--- config.mk ---
export PLATFORM = sky130hd
export DESIGN_NAME = mem_arbiter
export DESIGN_NICKNAME = d
export VERILOG_FILES = /design/src/rtl/mem_arb_pkg.sv /design/src/rtl/mem_rr_pick.sv /design/src/rtl/mem_arbiter.sv
export SDC_FILE = /design/constraint.sdc
export NUM_CORES = 1
export LEC_CHECK = 0
export ABC_AREA = 1
export BUFFER_PORTS_ARGS = -buffer_cell sky130_fd_sc_hd__buf_4
export CAP_MARGIN = 20
export CORE_ASPECT_RATIO = 1.25
export CORE_MARGIN = 2
export CORE_UTILIZATION = 42
export DETAILED_ROUTE_END_ITERATION = 7
export PLACE_DENSITY = 0.83
export SKIP_LAST_GASP = 1
export SYNTH_ARGS = -nofsm -noshare
export SYNTH_HDL_FRONTEND = slang
export SYNTH_SLANG_ARGS = --single-unit
--- constraint.sdc ---
create_clock -name clk -period 1.27 [get_ports clk]
set_input_delay 0.0635 -clock clk [delete_from_list [all_inputs] [get_ports clk]]
set_output_delay 0.0635 -clock clk [all_outputs]
set_load 0.05 [all_outputs]
--- src/rtl/mem_arb_pkg.sv ---
// Shared constants for the two-port memory arbiter: FSM state encodings and
// default geometry/timeout values.
package mem_arb_pkg;

    localparam logic [1:0] IDLE = 2'd0;
    localparam logic [1:0] BUSY = 2'd1;
    localparam logic [1:0] DONE = 2'd2;

    localparam int DEF_WIDTH   = 8;
    localparam int DEF_DEPTH   = 16;
    localparam int DEF_TIMEOUT = 15;

endpackage

--- src/rtl/mem_rr_pick.sv ---
// Combinational 2-way round-robin picker: on a tie the requester that was not
// served last wins.
module mem_rr_pick (
    input  logic valid0,
    input  logic valid1,
    input  logic last,
    output logic gnt_any,
    output logic gnt_id
);

    always_comb begin
        gnt_any = valid0 | valid1;
        gnt_id  = (valid0 && valid1) ? ~last : valid1;
    end

endmodule

--- src/rtl/mem_arbiter.sv ---
// Round-robin arbiter sharing one valid/ready memory port between two
// requesters, with a saturating timeout that aborts a hung access.
//
//   state | meaning
//   IDLE  | arbitrate pending requests, latch the winner into m_*
//   BUSY  | memory request outstanding, timeout counter running
//   DONE  | ready/err pulse visible to the owner, no arbitration
module mem_arbiter
    import mem_arb_pkg::*;
#(
    parameter int WIDTH      = DEF_WIDTH,
    parameter int DEPTH      = DEF_DEPTH,
    parameter int ADDR_WIDTH = $clog2(DEPTH),
    parameter int TIMEOUT    = DEF_TIMEOUT
) (
    input  logic                  clk,
    input  logic                  res,
    input  logic                  valid0,
    input  logic                  valid1,
    input  logic                  wr_rd0,
    input  logic                  wr_rd1,
    input  logic [ADDR_WIDTH-1:0] addr0,
    input  logic [ADDR_WIDTH-1:0] addr1,
    input  logic [WIDTH-1:0]      wdata0,
    input  logic [WIDTH-1:0]      wdata1,
    output logic [WIDTH-1:0]      rdata0,
    output logic [WIDTH-1:0]      rdata1,
    output logic                  ready0,
    output logic                  ready1,
    output logic                  err0,
    output logic                  err1,
    output logic                  m_valid,
    output logic                  m_wr_rd,
    output logic [ADDR_WIDTH-1:0] m_addr,
    output logic [WIDTH-1:0]      m_wdata,
    input  logic [WIDTH-1:0]      m_rdata,
    input  logic                  m_ready,
    output logic                  busy
);

    localparam int             CW      = $clog2(TIMEOUT + 1);
    localparam logic [CW-1:0]  CNT_MAX = CW'(TIMEOUT);

    logic [1:0]            state_q, state_d;
    logic                  owner_q, owner_d;
    logic                  last_q, last_d;
    logic [CW-1:0]         cnt_q, cnt_d, cnt_inc;
    logic                  m_valid_q, m_valid_d;
    logic                  m_wr_rd_q, m_wr_rd_d;
    logic [ADDR_WIDTH-1:0] m_addr_q, m_addr_d;
    logic [WIDTH-1:0]      m_wdata_q, m_wdata_d;
    logic [WIDTH-1:0]      rdata0_q, rdata0_d, rdata1_q, rdata1_d;
    logic                  ready0_q, ready0_d, ready1_q, ready1_d;
    logic                  err0_q, err0_d, err1_q, err1_d;
    logic                  busy_q, busy_d;
    logic                  gnt_any, gnt_id;

    mem_rr_pick u_pick (
        .valid0  (valid0),
        .valid1  (valid1),
        .last    (last_q),
        .gnt_any (gnt_any),
        .gnt_id  (gnt_id)
    );

    // Saturating so a stuck count can never wrap back under the limit.
    assign cnt_inc = (cnt_q == CNT_MAX) ? cnt_q : cnt_q + CW'(1);

    always_ff @(posedge clk) begin
        if (res) begin
            state_q   <= IDLE;
            owner_q   <= 1'b0;
            last_q    <= 1'b1;
            cnt_q     <= '0;
            m_valid_q <= 1'b0;
            m_wr_rd_q <= 1'b0;
            m_addr_q  <= '0;
            m_wdata_q <= '0;
            rdata0_q  <= '0;
            rdata1_q  <= '0;
            ready0_q  <= 1'b0;
            ready1_q  <= 1'b0;
            err0_q    <= 1'b0;
            err1_q    <= 1'b0;
            busy_q    <= 1'b0;
        end else begin
            state_q   <= state_d;
            owner_q   <= owner_d;
            last_q    <= last_d;
            cnt_q     <= cnt_d;
            m_valid_q <= m_valid_d;
            m_wr_rd_q <= m_wr_rd_d;
            m_addr_q  <= m_addr_d;
            m_wdata_q <= m_wdata_d;
            rdata0_q  <= rdata0_d;
            rdata1_q  <= rdata1_d;
            ready0_q  <= ready0_d;
            ready1_q  <= ready1_d;
            err0_q    <= err0_d;
            err1_q    <= err1_d;
            busy_q    <= busy_d;
        end
    end

    always_comb begin
        state_d = state_q;
        case (state_q)
            IDLE:    if (gnt_any) state_d = BUSY;
            BUSY:    if (m_ready || cnt_inc == CNT_MAX) state_d = DONE;
            DONE:    state_d = IDLE;
            default: state_d = IDLE;
        endcase
    end

    always_comb begin
        owner_d   = owner_q;
        last_d    = last_q;
        cnt_d     = cnt_q;
        m_valid_d = m_valid_q;
        m_wr_rd_d = m_wr_rd_q;
        m_addr_d  = m_addr_q;
        m_wdata_d = m_wdata_q;
        rdata0_d  = rdata0_q;
        rdata1_d  = rdata1_q;
        ready0_d  = 1'b0;
        ready1_d  = 1'b0;
        err0_d    = 1'b0;
        err1_d    = 1'b0;
        busy_d    = (state_d != IDLE);
        case (state_q)
            IDLE: begin
                if (gnt_any) begin
                    owner_d   = gnt_id;
                    cnt_d     = '0;
                    m_valid_d = 1'b1;
                    m_wr_rd_d = gnt_id ? wr_rd1 : wr_rd0;
                    m_addr_d  = gnt_id ? addr1  : addr0;
                    m_wdata_d = gnt_id ? wdata1 : wdata0;
                end
            end
            BUSY: begin
                cnt_d = cnt_inc;
                if (m_ready) begin
                    m_valid_d = 1'b0;
                    last_d    = owner_q;
                    if (!m_wr_rd_q) begin
                        if (owner_q) rdata1_d = m_rdata;
                        else         rdata0_d = m_rdata;
                    end
                    if (owner_q) ready1_d = 1'b1;
                    else         ready0_d = 1'b1;
                end else if (cnt_inc == CNT_MAX) begin
                    m_valid_d = 1'b0;
                    last_d    = owner_q;
                    if (owner_q) begin
                        ready1_d = 1'b1;
                        err1_d   = 1'b1;
                    end else begin
                        ready0_d = 1'b1;
                        err0_d   = 1'b1;
                    end
                end
            end
            default: ;
        endcase
    end

    assign rdata0  = rdata0_q;
    assign rdata1  = rdata1_q;
    assign ready0  = ready0_q;
    assign ready1  = ready1_q;
    assign err0    = err0_q;
    assign err1    = err1_q;
    assign m_valid = m_valid_q;
    assign m_wr_rd = m_wr_rd_q;
    assign m_addr  = m_addr_q;
    assign m_wdata = m_wdata_q;
    assign busy    = busy_q;

endmodule
# --- Yosys cells after proc, flatten, opt, wreduce, memory -nomap -nowiden ---
# Index checks and enable logic that the tools add are counted.
totals:
  reg_bits: 43
  input_bits: 39
  out_inout_bits: 35
op_classes:
  addsub: 1
  eq_ne: 5
  n_mux: 22
  bitwise_logic: 5
  n_reduce_logical: 14
ops:
  columns: ["op", "n"]
  rows:
  - ["2-to-1 mux 1 bit", 13]
  - ["2-to-1 mux 4 bit", 3]
  - ["== test 4 bit, second input constant", 2]
  - ["2-to-1 mux 8 bit", 1]
  - ["one-hot mux 4 bit (2 select lines)", 1]
  - ["AND reduction 4 bit", 2]
  - ["AND reduction 2 bit", 3]
  - ["nonzero test 2 bit", 3]
  - ["adder 4 x 1 -> 4 bit, second input constant", 1]
  - ["2-to-1 mux 2 bit", 2]
  - ["NOT 1 bit", 4]
  - ["one-hot mux 2 bit (2 select lines)", 1]
  - ["inequality test 3 bit, second input constant", 1]
  - ["AND reduction 3 bit", 1]
  - ["OR reduction 3 bit", 1]
  - ["== test 2 x 1 -> 1 bit, second input constant", 1]
  - ["zero test 2 bit", 1]
  - ["inequality test 2 bit, second input constant", 1]
  - ["one-hot mux 1 bit (2 select lines)", 1]
  - ["OR reduction 2 bit", 1]
  - ["logical AND 1 bit", 1]
  - ["logical OR 1 bit", 1]
  - ["bitwise OR 1 bit", 1]

# --- Logic depth before layout (Yosys ltp) ---
# Gate-level depths: netlist of the first run.
logic_depth:
  ltp_word: 7
  depth_mapped: 11

# --- By module ---
# Synthesis of the first run repeated with hierarchy kept, for this count alone.
hier_totals:
  hier_cells: 241
  hier_area_um2: 1769.2
by_module_without_submodules:
  columns: ["module", "instances", "cells_per_inst", "area_each_um2", "seq_area_each_um2"]
  rows:
  - ["mem_arbiter", 1, 238, 1754.2, 860.8]
  - ["mem_rr_pick", 1, 3, 15.0, 0.0]

# --- Least setup slack after synthesis of the first run ---
# No wires, ideal clock.
synth_path:
  kind: "register to register"
  start: "reg cnt_q[0]"
  end: "reg last_q"
  setup_ns: 0.129
  arrival_ns: 1.269
  path_slack_ns: -0.129
  stages_incl_launch_ff: 11
  n_path_buf: 0
  synth_period_minus_slack_ns: 1.399
  path_cell_list: "dfxtp_1 -> ha_1 -> nand3_2 -> nand2_1 -> nand2_1 -> nor2_2 -> nand2_2 -> nand2_4 -> nand2_4 -> nand2_1 -> nand3_1"
synth_between:
  elab_chain_cells: 5
synth_lines:
  columns: ["element", "line", "rtl"]
  rows:
  - ["start, declared", "mem_arbiter.sv:47", "logic [CW-1:0] cnt_q, cnt_d, cnt_inc;"]
  - ["start signal, assigned", "mem_arbiter.sv:90", "cnt_q <= cnt_d;"]
  - ["adder 4 x 1 -> 4 bit or == test 4 bit (tied branches)", "mem_arbiter.sv:67", "assign cnt_inc = (cnt_q == CNT_MAX) ? cnt_q : cnt_q + CW'(1);"]
  - ["2-to-1 mux 4 bit (*)", "mem_arbiter.sv:67", null]
  - ["== test 4 bit (*)", "mem_arbiter.sv:152", "end else if (cnt_inc == CNT_MAX) begin"]
  - ["nonzero test 2 bit (no source line) (*)", null, null]
  - ["AND reduction 2 bit (no source line) (*)", null, null]
  - ["end signal, assigned", "mem_arbiter.sv:89", "last_q <= last_d;"]
  - ["end, declared", "mem_arbiter.sv:46", "logic last_q, last_d;"]
# Every way passes the cells marked *; elsewhere a longest branch is shown, timed or not.
# A chain may end at the register's enable or synchronous reset.

# --- Worst setup path after layout of the first run ---
layout_path:
  start: "reg cnt_q[1]"
  end: "reg m_valid_q (netlist: m_valid)"
layout_between:
  elab_chain_cells: 5
layout_lines:
  columns: ["element", "line", "rtl"]
  rows:
  - ["adder 4 x 1 -> 4 bit or == test 4 bit (tied branches)", "mem_arbiter.sv:67", null]
  - ["2-to-1 mux 4 bit (*)", "mem_arbiter.sv:67", null]
  - ["== test 4 bit (*)", "mem_arbiter.sv:152", null]
  - ["inequality test 3 bit (no source line) (*)", null, null]
  - ["AND reduction 3 bit (no source line) (*)", null, null]
  - ["end signal, assigned", "mem_arbiter.sv:91", "m_valid_q <= m_valid_d;"]
  - ["end, declared", "mem_arbiter.sv:48", "logic m_valid_q, m_valid_d;"]
# Marked as above.

==> impl_results.md, run 1 <==
- Port Buffers: 73
- CP Capture Type: flop
- Worst-margin pin slew: 0.361 ns
- CP most frequent cell: nand2_2
- GPL Wtd Cong: 0.829
- Worst setup SP type: flop
- Clock Skew: 0.00474 ns
- Final worst path period share: 110%
- CP Cell Sequence: ha_4 > nand3_4 > nand2_2 > nand2_2 > nor2_2 > nand2_2 > nand2_4 > nand2_4 > nand3_1 > nand2_1
- Max_cap viols: 0
- Synthesized-area fraction occupied by ao, oa, aoi and oai cells: 15.6%
- Fillers: 356
- H-tree levels: 2
- Count of pins over their slew limit: 0
- Clock Power Share: 30.1%
- Top cell type's share of synthesized area: 49.9%
- Via/cell ratio: 4.81
- Initial antenna violation count: 0
- Initial Util: 43.1%
- Initial DRT Pass Iterations: 4
- Diodes inserted: 0
- CP max stage delay: 0.36 ns
- I/O pin cnt: 74
- Pwr/cell area: 1370 mW/mm^2
- Antenna violation net count after detailed routing: 0
- First-pass GRT wire length: 7.01 mm
- Register area: 865 sq um
- Dominant cells by area after synthesis: dfxtp_1, nand2_1, o21ai_0
- Comb pwr share: 27.4%
- Main combinational cell family by area after synthesis: simple AND/OR/NAND/NOR gates
- Die height: 75.7 microns
- Post-route setup TNS: -0.573 ns
- Share of layout cells above drive strength 1: 39.4%
- DRC viols: 0
- Largest net degree at the start of global routing: 24
- Final hold slack: 0.0313 ns
- Hold Path Class: input pin to flop
- Synth Warn #: 0
- Avg WL per Cell: 11.6 microns
- Worst Path Max Fanout: 6
- Rows: 26
- Avg Inst Size Synth: 7.60 sq um
- Final setup margin: -0.123 ns
- Slew HR: 75.9%
- TritonCTS clock tree: built
- CP max-delay cell: dfxtp_2
- Simple-gate share of the synthesized area: 27.5%
- Post-synthesis adder-cell area fraction: 0.725%
- Clock Latency Late Sink: 0.29 ns
- Minimum clock period after layout: 1.39 ns
- Post-synthesis mux area share: 0%
- Commonest non-fill, non-tap cell in the layout: buf_4
- # setup viols final: 8
- Multi-input logic area: 813 sq um
- Final wirelength: 4.32 mm
- XOR/XNOR Fraction of Synth Area: 0%
- Sw Ratio: 31.5%
- Pwr Total: 3.58 mW
- Post-Syn Instances: 227
- Psw: 1.13 mW
- Sequential fraction of design power: 42.5%
- Total GRT Usage: 20.4%
- Starting DRT DRC Count: 50
- Global route overflow: 0
- Clock tree buffer depth: 2
- Synthesized area: 0.00173 sq mm
- Most frequent cells in the layout: buf_4, dfxtp_1, nand2_1, nor2_1, o21ai_0
- Leading area contributor after synthesis: dfxtp_1
- Int Pwr: 2.45 mW
- Synth-to-layout area growth: 51.6%
- Worst path arrival time: 1.59 ns
- Violated checks: setup timing
- Vias: 1785
- DP HPWL: 3.20 mm
- Fin nets: 354
- VDD IR-drop max: 0.000974 V
- Seq/Total Area, Yosys: 49.9%
- CTS Root Cell: clkbuf_8
- Fmax achieved: 718 MHz
- Vias in the first global route: 1669
- Final hold violations: 0
- Crit path required time: 1.46 ns
- #FFs+latches synth: 43
- Core area: 0.00400 sq mm
- Clock slew seen by the registers of the worst setup and hold paths: 0.08 ns
- Crit path kind: flop to flop
- Syn_nets: 267
- Outcome: finished with violations
- RSZ-0062 raised after global routing: true
- Leak: 1.22 nW
- Sink Count: 43
- Cell variety after synth: 23
- Pre-CTS setup slack: -0.100 ns
- Clock buffer count from CTS: 5
- Die width: 61.3 microns
- Die footprint: 0.00464 sq mm
layer usage:
layer | up-vias | wire (microns) | track usage (%)
li1 | 923 | - | -
met1 | 778 | 1670 | 22.1
met2 | 76 | 2190 | 35.3
met3 | 8 | 342 | 6.28
met4 | 0 | 117 | 10.4
met5 | - | 0 | 0
registers in the layout (all words and copies together), names as in the netlist, 2 cells and up:
signal / count
cnt_q: 4
rdata1: 8
m_wdata: 8
state_q: 2
rdata0: 8
m_addr: 4
power by group through the flow:
stage | clock network (mW) | registers (mW) | logic [mW]
2_1_floorplan | 0 | 1.87 | 0.270
3_3_place_gp | 0 | 1.55 | 0.940
3_5_place_dp | 0 | 1.55 | 0.955
4_1_cts | 1.11 | 1.52 | 0.966
5_1_grt | 1.17 | 1.53 | 1.07
6_report | 1.08 | 1.52 | 0.981
layout make-up:
class / instances / area share (%)
sequential: 43 / 33.0
multi-input combinational: 157 / 31.1
timing repair buffer: 89 / 26.1
clock buffer: 6 / 3.16
tap: 56 / 2.68
inverter: 18 / 2.58
clock inverter: 2 / 1.34
path summary, 6_finish.rpt:
| check | cells past startpoint | slack [ns] | startpoint | endpoint |
|---|---|---|---|---|
| min reg2reg | 2 | 0.48 | m_valid$_SDFFE_PP0P_ | m_valid$_SDFFE_PP0P_ |
| max | 10 | -0.12 | cnt_q[1]$_SDFFE_PP0P_ | m_valid$_SDFFE_PP0P_ |
| max reg2reg | 10 | -0.12 | cnt_q[1]$_SDFFE_PP0P_ | m_valid$_SDFFE_PP0P_ |
| min | 3 | 0.03 | m_rdata[4] | rdata0[4]$_SDFFE_PP0P_ |
critical path, delay by kind of cell, from the launching register on:
family / cells / cell delay, ns
adder cells (fa/ha/maj): 1 / 0.18
flip-flops: 1 / 0.36
AND/OR/NAND/NOR: 9 / 0.74
Yosys cell counts:
cell type / n
nand2_2: 1
o21ai_0: 33
nand3_1: 6
dfxtp_1: 43
nor3_2: 2
nand2_4: 2
nor2_2: 3
nor3_1: 2
inv_1: 15
a21oi_1: 2
nor2_1: 40
a31oi_1: 13
ha_1: 1
inv_2: 3
nand3_2: 1
buf_4: 1
nand4_1: 2
buf_1: 1
nand2_1: 45
clkbuf_1: 4
nand4_2: 2
buf_2: 3
o22ai_1: 2
logic make-up after synthesis:
| family | after synthesis |
|---|---|
| compound gates | 50 |
| simple gates | 106 |
| fa+ha+maj | 1 |
| flops | 43 |
| buf+inv | 27 |
per-stage QoR:
step / std cells / utilization, % / instance area (sq um)
floorplan: 227 / - / 1740
finish: 371 / 65.4 / 2620
global placement: 359 / 60.5 / 2420
detailed placement: 359 / 60.5 / 2420
CTS: 369 / 64.4 / 2580
global route: 371 / 65.4 / 2620
what timing repair did:
| action | in CTS | in global routing |
|---|---|---|
| gates resized for setup | 5 | 8 |
| endpoints found under the hold margin | 5 | 0 |
| buffers inserted | 1 | 2 |
| cloned | 0 | 0 |
| setup endpoints to repair | 8 | 12 |
| hold buffers | 1 | 0 |
| pin swaps | 4 | 11 |
Power figures use the tool's default switching activity.
==> run 2: changes to the inputs <==
--- a/config.mk
+++ b/config.mk
@@ -5,7 +5,6 @@
 export SDC_FILE = /design/constraint.sdc
 export NUM_CORES = 1
 export LEC_CHECK = 0
-export ABC_AREA = 1
 export BUFFER_PORTS_ARGS = -buffer_cell sky130_fd_sc_hd__buf_4
 export CAP_MARGIN = 20
 export CORE_ASPECT_RATIO = 1.25
==> impl_results.md, run 2 <==
- Main flop type after synthesis: dfxtp_1
- Most common library cells after synthesis: dfxtp_1, nor2_1, mux2i_1, a211oi_1
- Final setup margin: -0.168 ns (-0.0454 ns)
- H-tree levels: 2 (unchanged)
- Global route overflow: 0 (unchanged)
- Fmax achieved: 695 MHz (-3.2%)
- CTS Hold Bufs: 0 (-1)
- TritonCTS clock tree: built
- I/O pin cnt: 74 (unchanged)
- # setup viols final: 31 (+23)
- Synthesized-area fraction occupied by ao, oa, aoi and oai cells: 11.2% (-4.4 points)
- Avg Inst Size Synth: 9.70 sq um (+28%)
- Initial antenna violation count: 0 (unchanged)
- Diodes inserted: 0 (unchanged)
- Outcome: finished with violations
- Reg2Reg Capture Point: last_q$_SDFFE_PP1P_
- Sink Count: 43 (unchanged)
- Multi-input logic area: 892 sq um (+9.7%)
- First-pass GRT wire length: 6.54 mm (-6.7%)
- Starting DRT DRC Count: 71 (+42%)
- Dominant cells by area after synthesis: dfxtp_1, mux2i_1, nor2_1
- GPL Wtd Cong: 0.751 (-9.5%)
- Avg WL per Cell: 13.1 microns (+13%)
- Most frequent cells in the layout: buf_4, nor2_1, dfxtp_1
- Die footprint: 0.00464 sq mm (about the same)
- Final wirelength: 4.32 mm (+0.16%)
- Cell variety after synth: 31 (+35%)
- Worst setup SP type: flop
- Most common cell in the synthesized netlist: dfxtp_1
- Worst path arrival time: 1.63 ns (+0.04 ns)
- Fillers: 344 (-3.4%)
- Worst reg-to-reg path cell count: 5 (-5)
- Synth Warn #: 0 (unchanged)
- Minimum clock period after layout: 1.44 ns (+0.0454 ns)
- Clock tree buffer depth: 2 (unchanged)
- Clock Latency Late Sink: 0.29 ns (about the same)
- Register area: 873 sq um (+1.0%)
- Pwr/cell area: 1170 mW/mm^2 (-14%)
- Fraction of registers with async set/reset: 0% (unchanged)
- VDD IR-drop max: 0.000949 V (-2.5%)
- Initial DRT Pass Iterations: 4 (unchanged)
- CTS Root Cell: clkbuf_8
- Violated checks: setup timing
- Seq/Total Area, Yosys: 49.9% (about the same)
- Port Buffers: 73 (unchanged)
- CP Capture Type: flop
- Top cell type's share of synthesized area: 49.9% (about the same)
- Die width: 61.4 microns (about the same)
- Clock buffer count from CTS: 5 (unchanged)
- Crit path kind: flop to flop
- Commonest non-fill, non-tap cell in the layout: buf_4
- RSZ-0062 raised after global routing: true
- #FFs+latches synth: 43 (unchanged)
- Post-synthesis adder-cell area fraction: 0.725% (about the same)
- Post-synth EDFFs: 0 (unchanged)
- Vias in the first global route: 1504 (-9.9%)
- Slew HR: 70.0% (-5.9 points)
- Synthesized area: 0.00173 sq mm (about the same)
- Syn_nets: 218 (-18%)
- DP HPWL: 2.90 mm (-9.4%)
- Hold Path Class: input pin to flop
- Via/cell ratio: 5.00 (+3.9%)
- R2R Path Start: cnt_q[1]$_SDFFE_PP0P_
- Reg2reg setup slack: -0.17 ns (-0.05 ns)
- XOR/XNOR Fraction of Synth Area: 0% (unchanged)
- CP Cell Sequence: ha_4 > nand4bb_1 > a41o_4 > nor4_4 > nor2_1
- Clock slew seen by the registers of the worst setup and hold paths: 0.08 ns (about the same)
- Post-Syn Instances: 178 (-22%)
- DRC viols: 0 (unchanged)
- Post-synthesis mux area share: 16.8% (+17 points)
- Critical path startpoint: cnt_q[1]$_SDFFE_PP0P_
- Final worst path period share: 113% (+3.6 points)
- Vias: 1650 (-7.6%)
- Crit path required time: 1.46 ns (about the same)
- Fin nets: 313 (-12%)
- Worst-margin pin slew: 0.450 ns (+0.0889 ns)
- Leading area contributor after synthesis: dfxtp_1
- Largest net degree at the start of global routing: 43 (+79%)
- Antenna violation net count after detailed routing: 0 (unchanged)
- Leak: 1.26 nW (+3.0%)
- Final hold violations: 0 (unchanged)
- Initial Util: 42.8% (-0.32 points)
- Post-route setup TNS: -2.22 ns (-1.64 ns)
- Main combinational cell family by area after synthesis: simple AND/OR/NAND/NOR gates
- Final hold slack: 0.00938 ns (-0.0219 ns)
- Die height: 75.7 microns (about the same)
- Count of pins over their slew limit: 0 (unchanged)
- Core area: 0.00403 sq mm (+0.81%)
- Max_cap viols: 0 (unchanged)
- Share of layout cells above drive strength 1: 46.4% (+7.0 points)
- Total GRT Usage: 19.2% (-1.2 points)
- Clock Skew: 0.00543 ns (+0.000695 ns)
- Synth-to-layout area growth: 59.8%
- Worst Path Max Fanout: 6 (unchanged)
- Simple-gate share of the synthesized area: 18.0% (-9.5 points)
- CP max stage delay: 0.34 ns (-0.02 ns)
- Rows: 26 (unchanged)
- Crit path capture: last_q$_SDFFE_PP1P_
- CP max-delay cell: dfxtp_2
[run 2: cell count changes after synthesis, moves of 3 or more]
cell,previous run,this run
nor3_1,2,6
a31oi_1,13,0
a211oi_1,0,13
mux2i_1,0,29
nor2_2,3,0
nand2_1,45,3
nand3_1,6,2
o21ai_0,33,1
inv_1,15,1
a21oi_1,2,5
nor4_1,0,3
[run 2: cell type report]
cell class              count  share of cell area (%)
flip-flops and latches     43                    31.7
inverters                   2                   0.272
well taps                  56                    2.54
repair buffers             99                    30.2
clock inverters             3                   0.544
multi-input cells         122                    32.3
clock buffers               5                    2.49
[run 2: cell families after synthesis]
family	after synthesis
compound gates	27
fa+ha+maj	1
buf+inv	13
flops	43
mux	29
simple gates	65
[run 2: how the worst min path moves through the flow]
stage	startpoint	to	slack (ns)	cells after the start
final	m_rdata[7]	rdata1[7]$_SDFFE_PP0P_	0.009	3
after CTS	m_rdata[2]	rdata1[2]$_SDFFE_PP0P_	0.005	3
after global routing	m_rdata[2]	rdata1[2]$_SDFFE_PP0P_	0.01	3
after floorplan	m_rdata[0]	rdata1[0]$_SDFFE_PP0P_	0.21	2
after global placement	m_rdata[6]	rdata1[6]$_SDFFE_PP0P_	0.31	3
after detailed placement	m_rdata[2]	rdata1[2]$_SDFFE_PP0P_	0.31	3
[run 2: stage by stage]
step	power [mW]	worst slack [ns]	std cells	util, %	cell area [sq um]
after detailed placement	2.32	-0.191	314	62.3	2510
after global placement	2.30	-0.118	314	62.3	2510
after floorplan	1.99	-0.119	178	-	1780
after CTS	3.23	-0.188	328	67.2	2710
final	3.24	-0.168	330	68.4	2760
after global routing	3.40	-0.225	330	68.4	2760
[run 2: worst max-delay path: cells and delay by family, from the launching register on]
| kind | cells | cell delay [ns] |
|---|---|---|
| adders and majority gates | 1 | 0.27 |
| and+or+nand+nor | 3 | 0.39 |
| DFF | 1 | 0.34 |
| AOI/OAI and AO/OA | 1 | 0.33 |
[run 2: power breakdown]
| part | internal (mW) | total, mW | switching (mW) | leakage (nW) |
|---|---|---|---|---|
| Sequential | 1.43 | 1.48 | 0.0514 | 0.355 |
| Combinational | 0.408 | 0.914 | 0.506 | 0.854 |
| Clock | 0.377 | 0.841 | 0.464 | 0.0477 |
[run 2: routing by layer]
metal	routed length, microns	GRT usage, %	up-vias
met4	30	4.96	0
met5	0	0	-
met1	1550	19.1	757
li1	-	-	820
met3	367	7.81	4
met2	2370	36.4	69
[run 2: timing repair]
action | 4_1_cts | 5_1_grt
gates resized for setup | 9 | 8
gates cloned | 2 | 0
setup endpoints to repair | 36 | 33
pin swaps | 7 | 4
setup buffers | 4 | 2
==> run 3: changes to the inputs <==
--- a/config.mk
+++ b/config.mk
@@ -9,9 +9,9 @@
 export CAP_MARGIN = 20
 export CORE_ASPECT_RATIO = 1.25
 export CORE_MARGIN = 2
-export CORE_UTILIZATION = 42
+export CORE_UTILIZATION = 50
 export DETAILED_ROUTE_END_ITERATION = 7
-export PLACE_DENSITY = 0.83
+export PLACE_DENSITY = 0.91
 export SKIP_LAST_GASP = 1
 export SYNTH_ARGS = -nofsm -noshare
 export SYNTH_HDL_FRONTEND = slang
==> constraint.sdc (replaced) <==
create_clock -name clk -period 1.8 [get_ports clk]
set_input_delay 0.09 -clock clk [delete_from_list [all_inputs] [get_ports clk]]
set_output_delay 0.09 -clock clk [all_outputs]
set_load 0.05 [all_outputs]
==> impl_results.md, run 3 (synthesized netlist as in run 2, its figures left out) <==
- Clock Skew: 0.00677 ns (+0.00134 ns)
- Initial Util: 53.1% (+10 points)
- Vias in the first global route: 1482 (-1.5%)
- Avg WL per Cell: 13.0 microns (-1.2%)
- CP Capture Type: flop
- Count of pins over their slew limit: 0 (unchanged)
- Minimum clock period after layout: 1.70 ns (+0.258 ns)
- Initial DRT Pass Iterations: 4 (unchanged)
- Pwr/cell area: 895 mW/mm^2 (-24%)
- RSZ-0062 raised after global routing: false
- CP Cell Sequence: ha_2 > nand4bb_1 > a41o_1 > nor4_1 > nor2_1
- DRC viols: 0 (unchanged)
- Clock tree buffer depth: 2 (unchanged)
- H-tree levels: 2 (unchanged)
- Pre-CTS setup slack: 0.0588 ns (+0.249 ns)
- I/O pin cnt: 74 (unchanged)
- Worst-margin pin slew: 0.466 ns (+0.0163 ns)
- CTS Root Cell: clkbuf_8
- Worst path arrival time: 1.88 ns (+0.25 ns)
- Share of layout cells above drive strength 1: 35.2% (-11 points)
- Most frequent cells in the layout: buf_4, dfxtp_1, nor2_1
- Vias: 1524 (-7.6%)
- Final hold violations: 0 (unchanged)
- First-pass GRT wire length: 6.31 mm (-3.6%)
- GPL Wtd Cong: 0.747 (-0.45%)
- CP max stage delay: 0.37 ns (+0.03 ns)
- Total GRT Usage: 20.1% (+0.83 points)
- Crit path kind: flop to flop
- Family with the most delay on the worst path: simple AND/OR/NAND/NOR gates
- CP max-delay cell: dfxtp_1
- WP buf/inv: 0 (unchanged)
- Fmax achieved: 590 MHz (-15%)
- Die footprint: 0.00394 sq mm (-15%)
- Die height: 69.7 microns (-7.9%)
- Synth-to-layout area growth: 39.4%
- Final wirelength: 3.76 mm (-13%)
- Commonest non-fill, non-tap cell in the layout: buf_4
- Hold Path Class: input pin to flop
- Final worst path period share: 94.2% (-19 points)
- Slew HR: 68.9% (-1.1 points)
- Final hold slack: 0.0339 ns (+0.0245 ns)
- VDD IR-drop max: 0.000682 V (-28%)
- Max_cap viols: 0 (unchanged)
- Antenna violation net count after detailed routing: 0 (unchanged)
- Clock buffer count from CTS: 5 (unchanged)
- Outcome: complete, no violations
- Port Buffers: 73 (unchanged)
- Clock Latency Late Sink: 0.29 ns (about the same)
- CTS Hold Bufs: 0 (unchanged)
- Pwr Total: 2.15 mW (-33%)
- Post-route setup TNS: 0 ns (+2.22 ns)
- Rows: 23 (-12%)
- Starting DRT DRC Count: 43 (-39%)
- Clock slew seen by the registers of the worst setup and hold paths: 0.08 ns (about the same)
- Largest net degree at the start of global routing: 43 (unchanged)
- Util after Layout: 74.0% (+5.6 points)
- Global route overflow: 0 (unchanged)
- Worst setup SP type: flop
- Fillers: 232 (-33%)
- Final setup margin: 0.104 ns (+0.272 ns)
- Leak: 1.11 nW (-12%)
- TritonCTS clock tree: built
- Crit path required time: 1.98 ns (+0.52 ns)
- Die width: 56.6 microns (-7.8%)
- Initial antenna violation count: 0 (unchanged)
- Worst Path Max Fanout: 7 (+1)
- Sink Count: 43 (unchanged)
- Diodes inserted: 0 (unchanged)
- Core area: 0.00325 sq mm (-19%)
- DP HPWL: 2.81 mm (-3.1%)
- Via/cell ratio: 5.26 (+5.1%)
- Fin nets: 292 (-6.7%)
- # setup viols final: 0 (-100%)
run 3: cell count changes in the layout (fill, tap and decap cells not counted), moves of 2 or more:
cell      before  now
dfxtp_2        4    0
clkinv_2       3    1
buf_12         3    1
dfxtp_4        2    0
dfxtp_1       37   43
buf_16         2    0
nor4_1         1    3
buf_4         91   77
buf_6          3    0
run 3: final cells by class:
cell class / instances / area [sq um] / area share [%]
well taps: 37 / 46.3 / 1.92
clock inverters: 2 / 12.5 / 0.520
repair buffers: 78 / 598 / 24.8
inverters: 2 / 7.51 / 0.312
clock buffers: 6 / 72.6 / 3.01
multi-input cells: 122 / 810 / 33.6
flip-flops and latches: 43 / 861 / 35.8
run 3: per-layer routing:
layer	vias up	global-route usage, %	share of wire, %
met1	690	21.3	40
met4	0	7.41	2.0
met5	-	0	0
met2	47	35.8	52
li1	779	-	-
met3	8	6.90	6.0
run 3: repair_timing:
action                     CTS  global route
setup buffers                0             0
setup endpoints to repair    0             1
resized for setup            0             1
run 3: per-stage QoR:
stage                     cell area (sq um)  instances
after detailed placement               2320        282
after floorplan                        1730        178
after CTS                              2400        290
after global routing                   2410        290
final                                  2410        290
after global placement                 2320        282
run 3: path summary, 6_finish.rpt:
kind,startpoint,endpoint,slack [ns],depth (start not counted)
worst min register to register,owner_q$_SDFFE_PP0P_,err1$_SDFF_PP0_,0.46,2
worst max register to register,cnt_q[0]$_SDFFE_PP0P_,last_q$_SDFFE_PP1P_,0.10,5
worst min-delay path,m_rdata[7],rdata1[7]$_SDFFE_PP0P_,0.03,3
worst max-delay path,cnt_q[0]$_SDFFE_PP0P_,last_q$_SDFFE_PP1P_,0.10,5
run 3: tightest hold or removal path, delay by kind of cell:
kind	cells	cell delay (ns)
buffers and inverters	1	0.08
and+or+nand+nor	1	0.07
muxes	1	0.05
run 3: power breakdown:
| part | switching [mW] | leakage (nW) | total (mW) | internal, mW |
|---|---|---|---|---|
| sequential | 0.0360 | 0.352 | 1.04 | 1.01 |
| combinational | 0.318 | 0.714 | 0.517 | 0.199 |
| clock | 0.322 | 0.0412 | 0.593 | 0.271 |
